<file path="src/rtl/display_data_latch_pkg.sv">
// Shared field widths and state encoding for the display data latch and its
// downstream VGA writer.
package display_data_latch_pkg;

  localparam int LOC_W    = 12;
  localparam int MOVE_W   = 12;
  localparam int ORIENT_W = 4;
  localparam int TARGET_W = 4;

  typedef enum logic [1:0] {
    IDLE    = 2'd0,
    PENDING = 2'd1,
    COMMIT  = 2'd2
  } latch_state_t;

  // Location, move command and target always travel as one word.
  typedef struct packed {
    logic [LOC_W-1:0]    location;
    logic [MOVE_W-1:0]   move_command;
    logic [TARGET_W-1:0] target_location;
  } data_word_t;

  function automatic logic [7:0] sat_inc8(input logic [7:0] v);
    return (v == 8'hFF) ? v : v + 8'd1;
  endfunction

endpackage

</file>
<file path="src/rtl/display_data_latch_frame_tick.sv">
// One-cycle frame tick on the first clock that sees active-low vsync asserted.
// Shared by the frame-synchronous display blocks.
module frame_tick_gen (
  input  logic clk,
  input  logic rst,
  input  logic vsync,
  output logic frame_tick
);

  logic vsync_q;

  // Idle level of vsync is high, so reset there to avoid a spurious tick.
  always_ff @(posedge clk or posedge rst) begin
    if (rst) begin
      vsync_q <= 1'b1;
    end else begin
      vsync_q <= vsync;
    end
  end

  assign frame_tick = vsync_q & ~vsync;

endmodule

</file>
<file path="src/rtl/display_data_latch.sv">
// Holds planner/ultrasound updates in shadow registers and commits them to the
// VGA writer inputs only on a frame tick, so a frame never mixes old and new data.
module display_data_latch
  import display_data_latch_pkg::*;
#(
  parameter int STALE_FRAMES = 60
) (
  input  logic                vclock,
  input  logic                reset,
  input  logic                vsync,
  input  logic [LOC_W-1:0]    in_location,
  input  logic [MOVE_W-1:0]   in_move_command,
  input  logic [TARGET_W-1:0] in_target_location,
  input  logic                in_data_valid,
  output logic                in_data_ready,
  input  logic [ORIENT_W-1:0] in_orientation,
  input  logic                in_orientation_valid,
  output logic [LOC_W-1:0]    location,
  output logic [MOVE_W-1:0]   move_command,
  output logic [TARGET_W-1:0] target_location,
  output logic [ORIENT_W-1:0] orientation,
  output logic                new_data,
  output logic                orientation_ready,
  output logic                stale,
  output logic [7:0]          drop_count
);

  localparam logic [7:0] STALE_MAX = 8'(STALE_FRAMES);

  latch_state_t        state;
  data_word_t          shadow;
  data_word_t          in_word;
  data_word_t          eff_word;
  logic [ORIENT_W-1:0] orient_shadow;
  logic                orient_pend;
  logic [7:0]          stale_cnt;
  logic [7:0]          stale_cnt_nxt;
  logic                frame_tick;
  logic                tick;
  logic                xfer;
  logic                commit_data;
  logic                commit_any;

  frame_tick_gen u_frame_tick (
    .clk        (vclock),
    .rst        (reset),
    .vsync      (vsync),
    .frame_tick (frame_tick)
  );

  assign in_data_ready = (state != COMMIT);
  assign xfer          = in_data_valid & in_data_ready;
  // A tick landing in the COMMIT cycle cannot come from a legal vsync; drop it.
  assign tick          = frame_tick & (state != COMMIT);

  assign in_word.location        = in_location;
  assign in_word.move_command    = in_move_command;
  assign in_word.target_location = in_target_location;

  // A word arriving on the commit edge wins over the shadow.
  assign eff_word    = xfer ? in_word : shadow;
  assign commit_data = tick & (xfer | (state == PENDING));
  assign commit_any  = commit_data | (tick & orient_pend);

  always_comb begin
    stale_cnt_nxt = stale_cnt;
    if (commit_data) begin
      stale_cnt_nxt = 8'd0;
    end else if (tick && (stale_cnt != STALE_MAX)) begin
      stale_cnt_nxt = stale_cnt + 8'd1;
    end
  end

  always_ff @(posedge vclock or posedge reset) begin
    if (reset) begin
      state             <= IDLE;
      shadow            <= '0;
      orient_shadow     <= '0;
      orient_pend       <= 1'b0;
      location          <= '0;
      move_command      <= '0;
      target_location   <= '0;
      orientation       <= '0;
      new_data          <= 1'b0;
      orientation_ready <= 1'b0;
      drop_count        <= 8'd0;
      stale_cnt         <= STALE_MAX;
      stale             <= 1'b1;
    end else begin
      new_data  <= commit_data;
      stale_cnt <= stale_cnt_nxt;
      stale     <= (stale_cnt_nxt == STALE_MAX);

      if (xfer) begin
        shadow <= in_word;
      end
      if (xfer && (state == PENDING)) begin
        drop_count <= sat_inc8(drop_count);
      end

      if (commit_data) begin
        location        <= eff_word.location;
        move_command    <= eff_word.move_command;
        target_location <= eff_word.target_location;
      end
      if (commit_any && orient_pend) begin
        orientation       <= orient_shadow;
        orientation_ready <= 1'b1;
      end

      // A strobe on the commit edge is kept pending for the next frame.
      if (in_orientation_valid) begin
        orient_shadow <= in_orientation;
        orient_pend   <= 1'b1;
      end else if (commit_any) begin
        orient_pend <= 1'b0;
      end

      case (state)
        IDLE: begin
          if (commit_any) begin
            state <= COMMIT;
          end else if (xfer) begin
            state <= PENDING;
          end
        end
        PENDING: begin
          if (commit_any) begin
            state <= COMMIT;
          end
        end
        COMMIT:  state <= IDLE;
        default: state <= IDLE;
      endcase
    end
  end

endmodule

</file>
<file path="config.mk">
export PLATFORM = sky130hd
export DESIGN_NAME = display_data_latch
export DESIGN_NICKNAME = d
export VERILOG_FILES = /design/src/rtl/display_data_latch_pkg.sv /design/src/rtl/display_data_latch_frame_tick.sv /design/src/rtl/display_data_latch.sv
export SDC_FILE = /design/constraint.sdc
export NUM_CORES = 1
export LEC_CHECK = 0
export CAP_MARGIN = 20
export CORE_MARGIN = 1.5
export CORE_UTILIZATION = 45
export DETAILED_ROUTE_END_ITERATION = 8
export PLACE_DENSITY = 0.76
export SLEW_MARGIN = 10
export SYNTH_ARGS = -nofsm -noshare
export SYNTH_HDL_FRONTEND = slang
export SYNTH_SLANG_ARGS = --single-unit
</file>
<file path="constraint.sdc">
create_clock -name vclock -period 2.8 [get_ports vclock]
set_input_delay 0.56 -clock vclock [delete_from_list [all_inputs] [get_ports vclock]]
set_output_delay 0.56 -clock vclock [all_outputs]
set_load 0.005 [all_outputs]
</file>
* Yosys cells after proc, flatten, opt, wreduce, memory -nomap -nowiden
Cells that the tools add are included.
Cells by class: $add $sub $neg 2, eq/ne operators 7, muxes and demuxes 9, bitwise operators 9, reduce and logical (&&, ||, !) cells 7
Operators by type and width (number):
- 28-bit two-way mux | 1
- 8-bit by 1-bit adder with 8-bit output, second input constant | 2
- 8-bit two-way mux | 2
- 8-bit by 6-bit equality test with 1-bit output, second input constant | 1
- 8-bit equality test, second input constant | 1
- 8-bit by 6-bit inequality test with 1-bit output, second input constant | 1
- 2-bit two-way mux | 3
- 1-bit bitwise AND | 5
- 2-bit inequality test, second input constant | 2
- 2-bit one-hot mux with 2 select lines | 1
- 2-bit AND reduction | 2
- 1-bit logical AND | 3
- 3-bit inequality test, second input constant | 1
- 2-bit by 1-bit equality test with 1-bit output, second input constant | 1
- 2-bit logical NOT | 1
- 1-bit two-way mux | 2
- 1-bit inverter | 2
- 1-bit bitwise OR | 2
- 2-bit nonzero test | 1
Storage, ports and cells: bits in registers 87, bits of input ports 37, output and inout port bits 44, word-level logic and storage cells 50

* Logic depth before layout (Yosys ltp)
Gate-level depths: netlist (run 1).
word-level depth 7, gate-level depth with buffers 7

* Modules after synthesis
From an unflattened synthesis (run 1), not the netlist that was laid out.
Unflattened totals: cells, all modules 247, area, all modules 3604.7 um^2
Modules (own cells, without submodules):
- display_data_latch | instances 1, cells each 244, area an instance 3560.9 um^2, sequential area each 2158.3 um^2
- frame_tick_gen | instances 1, cells each 3, area an instance 43.8 um^2, sequential area each 26.3 um^2

* Worst setup path before layout (run 1)
No wires, ideal clock.
path kind reg-to-reg, start point register stale_cnt[0], end point register stale, setup time 0.089 ns, data arrival time 1.771 ns, data required time 2.711 ns, setup slack 0.940 ns, cell stages (with the launch flop) 8, clock period less this slack 1.860 ns, cell sequence dfrtp_1 inv_1 ha_1 or3b_4 o211ai_4 and3_1 o221ai_2 nor4b_2
Between the ends: longest elaborated chain between the ends 5, elaborated cells between the ends (all ways) 6
RTL lines:
- start, declared | RTL line display_data_latch.sv:36 | logic [7:0] stale_cnt;
- start signal, assigned | RTL line display_data_latch.sv:91 | stale_cnt <= stale_cnt_nxt;
- parallel branches: the longest is 2 deep, another holds 8-bit by 1-bit adder with 8-bit output
- 8-bit two-way mux * | RTL line display_data_latch.sv:69 | end else if (tick && (stale_cnt != STALE_MAX)) begin
- 8-bit two-way mux * | RTL line display_data_latch.sv:67 | if (commit_data) begin
- 8-bit by 6-bit equality test with 1-bit output * | RTL line display_data_latch.sv:92 | stale <= (stale_cnt_nxt == STALE_MAX);
- end signal, assigned | RTL line display_data_latch.sv:92
- end, declared | RTL line display_data_latch.sv:24 | output logic stale,
Mark *: on every way between the ends. A chain may end at the register's enable or synchronous reset.

* Worst setup path after layout (run 1)
start point input vsync, end point register location[1]
Between the ends: longest elaborated chain between the ends 4
RTL lines:
- start, declared | RTL line display_data_latch.sv:10 | input logic vsync,
- 1-bit inverter | RTL line display_data_latch_frame_tick.sv:21 | assign frame_tick = vsync_q & ~vsync;
- 1-bit bitwise AND | RTL line display_data_latch_frame_tick.sv:21
- 1-bit bitwise AND | RTL line display_data_latch.sv:54 | assign tick = frame_tick & (state != COMMIT);
- 1-bit bitwise AND | RTL line display_data_latch.sv:62 | assign commit_data = tick & (xfer | (state == PENDING));
- end signal, assigned | RTL line display_data_latch.sv:102 | location <= eff_word.location;
- end, declared | RTL line display_data_latch.sv:18 | output logic [LOC_W-1:0] location,
No other way between the ends.

==> metrics.md, run 1 <==
| Metric | Value |
|---|---|
| Outcome | completed |
| DRC | 0 |
| First-pass DRT Iterations | 4 |
| Port-buffer cells | 80 |
| # diodes | 0 |
| Syn_area_per_cell | 15.29 sq um |
| Vias in the first global route | 2269 |
| Post-Synth Adder-Cell Area | 1.323% |
| Total power | 3.687 mW |
| Worst Skew | 0.009227 ns |
| EDFF count, synth | 0 |
| Worst-margin pin slew | 0.7625 ns |
| Final WL | 6394 microns |
| Post-synthesis sequential area ratio | 60.79% |
| Avg Vias per Cell | 5.000 |
| Worst Setup Start Kind | primary input |
| Initial Utilization | 46.50% |
| Synth top cells by count | 81 x dfrtp_1, 27 x mux2_2, 20 x mux2_4 |
| Total global routing overflow | 0 |
| Wire per inst | 14.90 microns |
| Fillers | 611 |
| Crit path max fanout | 36 |
| P per Cell Area | 783.2 mW/mm^2 |
| Fraction of layout instances using a drive strength above 1 | 25.08% |
| Kind of critical path | in2reg |
| Area contributors post-synth | dfrtp_1 56%, mux2_2 8.5%, mux2_4 8.4% |
| Worst hold path depth | 1 |
| Post-synthesis compound-gate area fraction | 2.681% |
| Leakage | 1.977 nW |
| Simple-gate share of the synthesized area | 8.008% |
| YS warnings | 0 |
| Syn Nets | 275 |
| Pin count of the biggest net entering global routing | 88 |
| Final ANT Viol Nets | 0 |
| Worst hold path type | reg2reg |
| Area leader, netlist | dfrtp_1 |
| Worst r2r src | stale_cnt[0] |
| Period utilization | 78.55% |
| DIE AREA | 0.008530 sq mm |
| Count leader, synth | dfrtp_1 |
| IO Pins | 81 |
| Worst rel slew slack | 49.09% |
| Max-Cap Viols | 0 |
| Worst Reg-to-Reg Cells | 7 |
| GRT Util Overall | 16.60% |
| Die Width | 92.36 microns |
| Hold path startpoint | state[1] |
| Xor-xnor portion of the synthesized cell area | 2.437% |
| Clk slew on worst S/H paths | 0.08 ns |
| Fmax | 454.6 MHz |
| Clock tree buffer depth | 2 |
| Worst endpoint data arrival time | 2.43 ns |
| Total CTS buffers | 9 |
| RSZ-0062 raised after global routing | no |
| Reg2reg end | stale |
| DR vias | 2145 |
| Critical Path RT | 3.03 ns |
| Worst-case vdd ir drop | 0.0004537 V |
| Top FF cell, synth | dfrtp_1 |
| Pins Over Slew Limit | 0 |
| R2r setup slk | 0.76 ns |
| Hold Buf Count CTS | 0 |
| TritonCTS Sinks | 87 |
| Drt first-iter violations | 32 |
| Routability cong. | 0.7911 |
| Hold path endpoint | state[1] |
| CP Capture Type | register |
| Tmin final | 2.200 ns |
| Core ar. | 0.007727 sq mm |
| Area grow syn2layout | 31.02% |
| Largest family of logic cells by synthesized area | multiplexers |
| Hold Violations, Final | 0 |
| Initial antenna violation count | 0 |
| Yosys reg bits | 87 |
| Net count, final | 362 |
| Mux contribution to synthesized area | 23.02% |
| Hold_ws | 0.4735 ns |
| Post-CTS Resized | 0 |
| Worst-Skew Late Latency | 0.34 ns |
| Share of the synthesized area in the top cell type | 56.41% |
| # Post-CTS Setup Buffers | 0 |
| Chip height | 92.36 microns |
| H-tree Lvls | 3 |
| Synth cell types | 41 |
| Detailed placement HPWL | 4353 microns |
| TritonCTS clock tree | done |
| Final setup vio count | 0 |
| Synth async-reset ratio | 100.0% |
| Synthesized area | 0.003593 sq mm |
| Syn Inst Count | 235 |
| First-pass GRT wire length | 10840 microns |
| Setup TNS | 0 ns |
| Row cnt | 32 |
| Root buffer cell | clkbuf_8 |
worst max-delay path by stage:
stage | depth (start not counted) | slack, ns | start | end
6_report | 5 | 0.60 | vsync | location[1]
5_1_grt | 5 | 0.48 | in_data_valid | location[1]
4_1_cts | 5 | 0.57 | vsync | location[1]
3_5_place_dp | 5 | 0.19 | vsync | location[1]
3_3_place_gp | 5 | 0.25 | vsync | location[11]
2_1_floorplan | 7 | 0.94 | stale_cnt[0] | stale
cell families (layout without fill, tap and decap cells):
logic type,Yosys count,count (layout)
AO/OA/AOI/OAI,11,11
XOR/XNOR,10,10
adder cells (fa/ha/maj),4,4
buffers and inverters,11,103
flip-flops,87,87
multiplexers,67,67
AND/OR/NAND/NOR,45,45
stage by stage:
stage                     area (sq um)  util, %  worst slack (ns)  std cells
after floorplan                   3597        -            0.9399        235
final                             4708    60.93            0.6005        429
after global placement            4508    58.34            0.2460        413
after CTS                         4708    60.93            0.5719        429
after detailed placement          4508    58.34            0.1917        413
after global routing              4708    60.93            0.4773        429
placed cells by master, fill, tap and decap left out, drive strengths merged, types with 2 or more instances in the layout:
| master | count |
|---|---|
| a21oi | 3 |
| and3 | 4 |
| clkbuf | 12 |
| clkdlybuf4s50 | 80 |
| clkinv | 2 |
| clkinvlp | 2 |
| dfrtp | 81 |
| dfstp | 6 |
| ha | 3 |
| inv | 5 |
| mux2 | 65 |
| mux2i | 2 |
| nand2 | 7 |
| nand2b | 3 |
| nand3 | 5 |
| nand4 | 6 |
| nor2 | 8 |
| nor3 | 3 |
| nor4 | 2 |
| o21a | 2 |
| o21ai | 2 |
| xnor2 | 9 |
flip-flops by register name, summed over array words and instances (netlist names), 2 cells and up:
register / count
orientation: 4
drop_count: 8
shadow: 28
move_command: 12
state: 2
orient_shadow: 4
stale_cnt: 8
location: 12
target_location: 4
critical path, stage by stage:
cell and delay [ns]:
clkdlybuf4s50_1 0.43, and2b_2 0.33, nand2_2 0.11, inv_2 0.57
mux2_2 0.42
area by class of cell:
class / instances / area, sq um / area share, %
Tap cell: 102 / 127.6 / 2.711
Clock inverter: 4 / 55.05 / 1.169
Clock buffer: 12 / 145.1 / 3.083
Multi-Input combinational cell: 137 / 1346 / 28.59
Inverter: 6 / 28.78 / 0.6112
Timing Repair Buffer: 81 / 820.8 / 17.43
Sequential cell: 87 / 2185 / 46.40
where the power goes:
| group | switching (mW) | internal [mW] |
|---|---|---|
| logic | 0.351 | 0.702 |
| registers | 0.194 | 1.57 |
| clock network | 0.432 | 0.441 |
| total | 0.977 | 2.71 |
routing by layer:
metal / up-vias / share of wire [%] / GRT usage (%)
li1: 1008 / - / -
met1: 1086 / 44 / 21.02
met2: 43 / 50 / 27.14
met3: 8 / 4.1 / 3.941
met4: 0 / 1.8 / 7.308
met5: - / 0 / 0
No activity file was read; power rests on OpenSTA's default activity.
==> run 2: changes to the inputs <==
==> constraint.sdc (replaced) <==
create_clock -name vclock -period 2 [get_ports vclock]
set_input_delay 0.4 -clock vclock [delete_from_list [all_inputs] [get_ports vclock]]
set_output_delay 0.4 -clock vclock [all_outputs]
set_load 0.005 [all_outputs]
==> run 2 against run 1 <==
Net effect: clock skew shrank 0.00072 ns; via count grew 0.98%; worst hold slack worse by 0.0018 ns; sequential power up 39%; flip-flop and latch count unchanged; critical endpoint is now in_data_ready.
==> metrics.md, run 2 (synthesis gave the netlist of run 1 again) <==
| Metric | Value |
|---|---|
| Pins Over Slew Limit | 0 (unchanged) |
| Chip height | 92.36 microns (unchanged) |
| Reg2reg end | stale |
| Worst Skew | 0.008510 ns (-0.0007170 ns) |
| Outcome | completed |
| Finished Cell Area | 0.004918 sq mm (+4.5%) |
| Kind of critical path | reg2out |
| Non-filler cells, final | 448 (+4.4%) |
| Period utilization | 96.44% |
| Worst hold path type | reg2reg |
| Clock tree buffer depth | 2 (unchanged) |
| Max-Cap Viols | 0 (unchanged) |
| Fmax | 518.5 MHz |
| Wire per inst | 14.62 microns (-1.9%) |
| Worst-case vdd ir drop | 0.0006662 V (+47%) |
| Row cnt | 32 (unchanged) |
| Worst r2r src | stale_cnt[0] |
| IO Pins | 81 (unchanged) |
| Worst-margin pin slew | 0.4508 ns (-0.3117 ns) |
| Worst Setup Start Kind | register |
| Initial Utilization | 46.50% (unchanged) |
| Final ANT Viol Nets | 0 (unchanged) |
| Worst Reg-to-Reg Cells | 7 (unchanged) |
| Met3 Use GR | 5.911% (+2.0 points) |
| Fraction of layout instances using a drive strength above 1 | 29.48% (+4.4 points) |
| Largest register FFs | 28 (unchanged) |
| H-tree Lvls | 3 (unchanged) |
| Largest regs | shadow (28), location (12), move_command (12) |
| Avg Vias per Cell | 4.835 (-3.3%) |
| Critical Path RT | 1.60 ns (-1.43 ns) |
| TritonCTS clock tree | done |
| GRT Util Overall | 16.85% (+0.25 points) |
| Slowest stage cell, crit path | clkdlybuf4s50_1 |
| Hold path endpoint | orientation_ready |
| Total global routing overflow | 0 (unchanged) |
| Initial antenna violation count | 0 (unchanged) |
| Pin count of the biggest net entering global routing | 88 (unchanged) |
| R2r setup slk | 0.13 ns (-0.63 ns) |
| P per Cell Area | 1087 mW/mm^2 (+39%) |
| TritonCTS Sinks | 87 (unchanged) |
| Critical path's top delay family | buffers and inverters |
| Met2 GRT Util | 27.63% (+0.49 points) |
| Root buffer cell | clkbuf_8 |
| Clk slew on worst S/H paths | 0.08 ns (about the same) |
| Worst-Skew Late Latency | 0.35 ns (about the same) |
| CP Capture Type | output port |
| Die Width | 92.36 microns (unchanged) |
| Crit path max fanout | 5 (-86%) |
| Leakage | 2.097 nW (+6.1%) |
| Crit-path cells | nor2b_4, inv_4, clkdlybuf4s50_1 |
| Fillers | 578 (-5.4%) |
| DIE AREA | 0.008530 sq mm (unchanged) |
| Area grow syn2layout | 36.87% |
| Commonest non-fill, non-tap cells in the layout | 81 x dfrtp_1, 80 x clkdlybuf4s50_1, 27 x mux2_2, 20 x mux2_4, 18 x mux2_1 |
| Commonest non-fill, non-tap cell in the layout | dfrtp_1 |
| Placed Instances | 430 (+4.1%) |
| Placed cell areas | 0.004686 sq mm (+3.9%) |
| Net count, final | 381 (+5.2%) |
| DR vias | 2166 (+0.98%) |
| DRC | 0 (unchanged) |
| Port-buffer cells | 80 (unchanged) |
| Vias in the first global route | 2307 (+1.7%) |
| Tmin final | 1.929 ns |
| Buf/Inv on CP | 2 (unchanged) |
| Max incr delay on CP | 0.52 ns (-0.05 ns) |
| First-pass DRT Iterations | 4 (unchanged) |
| Worst endpoint data arrival time | 1.53 ns (-0.90 ns) |
| First-pass GRT wire length | 11110 microns (+2.5%) |
| Hold Violations, Final | 0 (unchanged) |
| Worst hold path depth | 1 (unchanged) |
| Hold Buf Count CTS | 0 (unchanged) |
| Core ar. | 0.007727 sq mm (unchanged) |
| # diodes | 0 (unchanged) |
| Detailed placement HPWL | 4562 microns (+4.8%) |
| Final WL | 6551 microns (+2.5%) |
| Final setup vio count | 0 (unchanged) |
| RSZ-0062 raised after global routing | yes |
| Hold path startpoint | orientation_ready |
| Routability cong. | 0.7860 (-0.64%) |
| Total CTS buffers | 9 (unchanged) |
| Worst rel slew slack | 69.94% (+21 points) |
| Biggest register | shadow |
| GR peak layer | met2 |
| Drt first-iter violations | 62 (+94%) |
| GR Util met1 | 20.84% (-0.18 points) |
-- run 2: worst max-delay path by stage --
stage,startpoint,endpoint,slack [ns],cells past startpoint
3_3_place_gp,vsync,stale,-0.05,6
3_5_place_dp,vsync,stale,-0.09,6
2_1_floorplan,stale_cnt[0],stale,0.14,7
5_1_grt,stale_cnt[0],stale,-0.03,7
4_1_cts,state[1],in_data_ready,0.02,3
6_report,state[1],in_data_ready,0.07,3
-- run 2: routing by layer --
layer | up-vias | wire length [microns]
li1 | 1039 | -
met1 | 1078 | 2853
met2 | 43 | 3242
met3 | 6 | 383
met4 | 0 | 70
met5 | - | 0
-- run 2: per-stage QoR --
| stage | setup WS, ns | setup TNS (ns) | util, % | hold WS [ns] | power [mW] |
|---|---|---|---|---|---|
| 6_report | 0.07120 | 0 | 63.65 | 0.4718 | 5.344 |
| 3_5_place_dp | -0.09020 | -0.6463 | 60.64 | 0.4600 | 4.074 |
| 2_1_floorplan | 0.1399 | 0 | - | 0.4045 | 3.156 |
| 3_3_place_gp | -0.05053 | -0.2768 | 60.64 | 0.4495 | 4.021 |
| 4_1_cts | 0.01952 | 0 | 63.46 | 0.4758 | 5.419 |
| 5_1_grt | -0.03021 | -0.03021 | 63.65 | 0.4737 | 5.653 |
-- run 2: power breakdown --
group          total [mW]  switching (mW)  internal, mW  leakage (nW)
Combinational        1.59           0.534          1.06         0.966
Sequential           2.44           0.251          2.19          1.03
Clock                1.31           0.601         0.707         0.104
-- run 2: timing repair --
action                     4_1_cts  5_1_grt
gates resized for setup          1        1
setup endpoints to repair        1        2
gates cloned                     0        0
pin swaps                        0        1
buffers inserted                 0        2
-- run 2: layout make-up --
class	instances	area, sq um	share of cell area (%)
Sequential cell	87	2185	44.42
Multi-Input combinational cell	137	1351	27.47
Timing Repair Buffer	100	1013	20.61
Clock buffer	11	131.4	2.671
Tap cell	102	127.6	2.595
Clock inverter	5	81.33	1.654
Inverter	6	28.78	0.5851
-- run 2: worst reg2reg max path, stage by stage, from the launching register on --
cell and delay [ns]:
dfrtp_1 0.40, inv_2 0.09, ha_1 0.16, or3b_4 0.41, o211ai_4 0.21, and3_1 0.20
o221ai_2 0.10, nor4b_2 0.22
==> variant: new RTL, config.mk and constraints of run 1 <==
Set the package constant `TARGET_W` to 5 (it was 4).
--- a/src/rtl/display_data_latch_pkg.sv
+++ b/src/rtl/display_data_latch_pkg.sv
@@ -6,5 +6,5 @@
   localparam int MOVE_W   = 12;
   localparam int ORIENT_W = 4;
-  localparam int TARGET_W = 4;
+  localparam int TARGET_W = 5;
 
   typedef enum logic [1:0] {
Interface: changed (resized in_target_location and target_location); port bits go from 81 to 83. No check against the original RTL was run, so the function may have changed too.
==> variant against run 1 <==
- sequential cell count grew 2
- cell area grew 0.77%
- clock skew fell by 0.0018 ns
- routed wire length rose by 6.4%
- synthesized area shrank 0.14%
- final cell count is 17% higher
- die area shrank 0.13%
- sequential share of layout area up 0.70 points
- non-clock buffer count is 6 higher
- power shrank 3.4%
- setup slack got worse by 0.017 ns
- register-to-register slack got worse by 0.18 ns
==> variant: results (changes against run 1) <==
.. list-table::
   :header-rows: 1

   * - Metric
     - Value
   * - Worst slack, placed
     - 0.347 ns (+0.155 ns)
   * - Startpoint kind of the worst setup timing path
     - register
   * - Final routed wirelength across all metal layers
     - 6800 um (+6.4%)
   * - Maximum number of pins on one net before global-route repair
     - 40 (-55%)
   * - Syn nets
     - 345 (+25%)
   * - Run status
     - finished, final reports clean
   * - Fraction of power spent switching nets
     - 27.0% (+0.52 points)
   * - Number of violations reported at the end of detailed-routing iteration 0
     - 69 (+120%)
   * - Worst path setup slack after routing
     - 0.584 ns (-0.0169 ns)
   * - Post-CTS setup-driven buffer insertion count
     - 0 (unchanged)
   * - Nets
     - 434 (+20%)
   * - Crit path arrival time
     - 2.48 ns (+0.05 ns)
   * - Final HPWL from detailed placement
     - 4740 um (+8.9%)
   * - Slew @ Worst Pin
     - 0.701 ns (-0.0617 ns)
   * - Crit path to
     - stale
   * - Port buffer count
     - 82 (+2.5%)
   * - Largest vdd supply drop
     - 452 uV (-0.33%)
   * - Sequential fraction of the synthesis area
     - 62.3% (+1.5 points)
   * - Leakage
     - 1.99 nW (+0.83%)
   * - Number of antenna violations at the first check in global routing
     - 0 (unchanged)
   * - Crit Path Max Fanout
     - 7 (-81%)
   * - Placed Area
     - 0.00455 mm^2 (+1.0%)
   * - Average detailed-routed wire length per instance
     - 13.6 um (-8.7%)
   * - Proportion of layout cells with a drive suffix above 1
     - 14.1% (-11 points)
   * - Dominant cells by area after synthesis
     - dfrtp_1 (58%), nor2_1 (9.9%), mux2_2 (6.3%)
   * - Fin Clk Skew
     - 0.00746 ns (-0.00177 ns)
   * - Avg Inst Size Synth
     - 11.8 um^2 (-23%)
   * - Via count of the first global-routing pass
     - 2,449 (+7.9%)
   * - Post-detailed-route via-to-cell ratio
     - 4.85 (-3.0%)
   * - Gp weighted congestion
     - 0.873 (+10%)
   * - First-pass GRT wire length
     - 11,400 um (+5.4%)
   * - Most frequent cells after synthesis
     - nor2_1 (95), dfrtp_1 (83), mux2_2 (20), mux2_1 (18), nand3_1 (9)
   * - Global-route usage over all layers
     - 17.3% (+0.72 points)
   * - Number of placed instances with taps included
     - 484 (+17%)
   * - Largest registers
     - shadow x29, location x12, move_command x12
==> variant: changes by cell type after synthesis, sizes merged, moves of 3 or more <==
cell | run 1 | this run
nand3 | 5 | 9
clkbuf | 0 | 4
nand2 | 7 | 4
inv | 6 | 10
mux2 | 65 | 38
nor2 | 8 | 95
and3 | 4 | 1
==> variant: power by group through the flow <==
stage	sequential (mW)	clock (mW)	combinational (mW)
4_1_cts	1.75	0.883	0.985
3_5_place_dp	1.77	0	0.982
6_report	1.74	0.852	0.967
3_3_place_gp	1.76	0	0.962
2_1_floorplan	1.76	0	0.452
5_1_grt	1.78	0.931	1.07
==> variant: worst max-delay path, stage by stage, from the launching register on <==
cell      delay [ns]
dfrtp_1         0.44
inv_1           0.13
ha_1            0.17
or3b_4          0.41
o211ai_4        0.29
mux2i_1         0.12
or3b_1          0.37
nor4_2          0.22
==> variant: logic make-up after synthesis <==
| logic type | share of synthesized area [%] |
|---|---|
| and+or+nand+nor | 16.2 |
| DFF | 62.3 |
| muxes | 12.8 |
| buffers and inverters | 2.30 |
| AOI/OAI and AO/OA | 2.72 |
| xor gates and xnor gates | 2.44 |
| adders and majority gates | 1.33 |
==> variant: layout make-up <==
class | count | area [um^2]
inverter | 10 | 48.8
sequential | 89 | 2230
clock inverter | 3 | 42.5
clock buffer | 13 | 149
multi-input combinational | 196 | 1270
tap | 102 | 128
timing repair buffer | 87 | 871
fill | 632 | 2980
==> variant: layer usage <==
| layer | vias up | share of wire, % | global-route usage [%] |
|---|---|---|---|
| met2 | 56 | 48 | 28.2 |
| met3 | 9 | 4.6 | 3.37 |
| met5 | - | 0 | 0 |
| met4 | 0 | 2.0 | 8.08 |
| li1 | 1179 | - | - |
| met1 | 1180 | 46 | 22.4 |
==> variant: how the worst min path moves through the flow <==
stage / start / depth (start not counted) / to
after floorplan: state[1] / 1 / state[1]
after global placement: orientation_ready / 1 / orientation_ready
after detailed placement: orientation_ready / 1 / orientation_ready
after CTS: state[1] / 1 / state[1]
after global routing: orientation_ready / 1 / orientation_ready
final: orientation_ready / 1 / orientation_ready
==> variant: stage by stage <==
step | utilization (%) | hold WS, ns
after floorplan | - | 0.436
after global placement | 58.9 | 0.450
after detailed placement | 58.9 | 0.456
after CTS | 61.4 | 0.471
after global routing | 61.4 | 0.492
final | 61.4 | 0.471
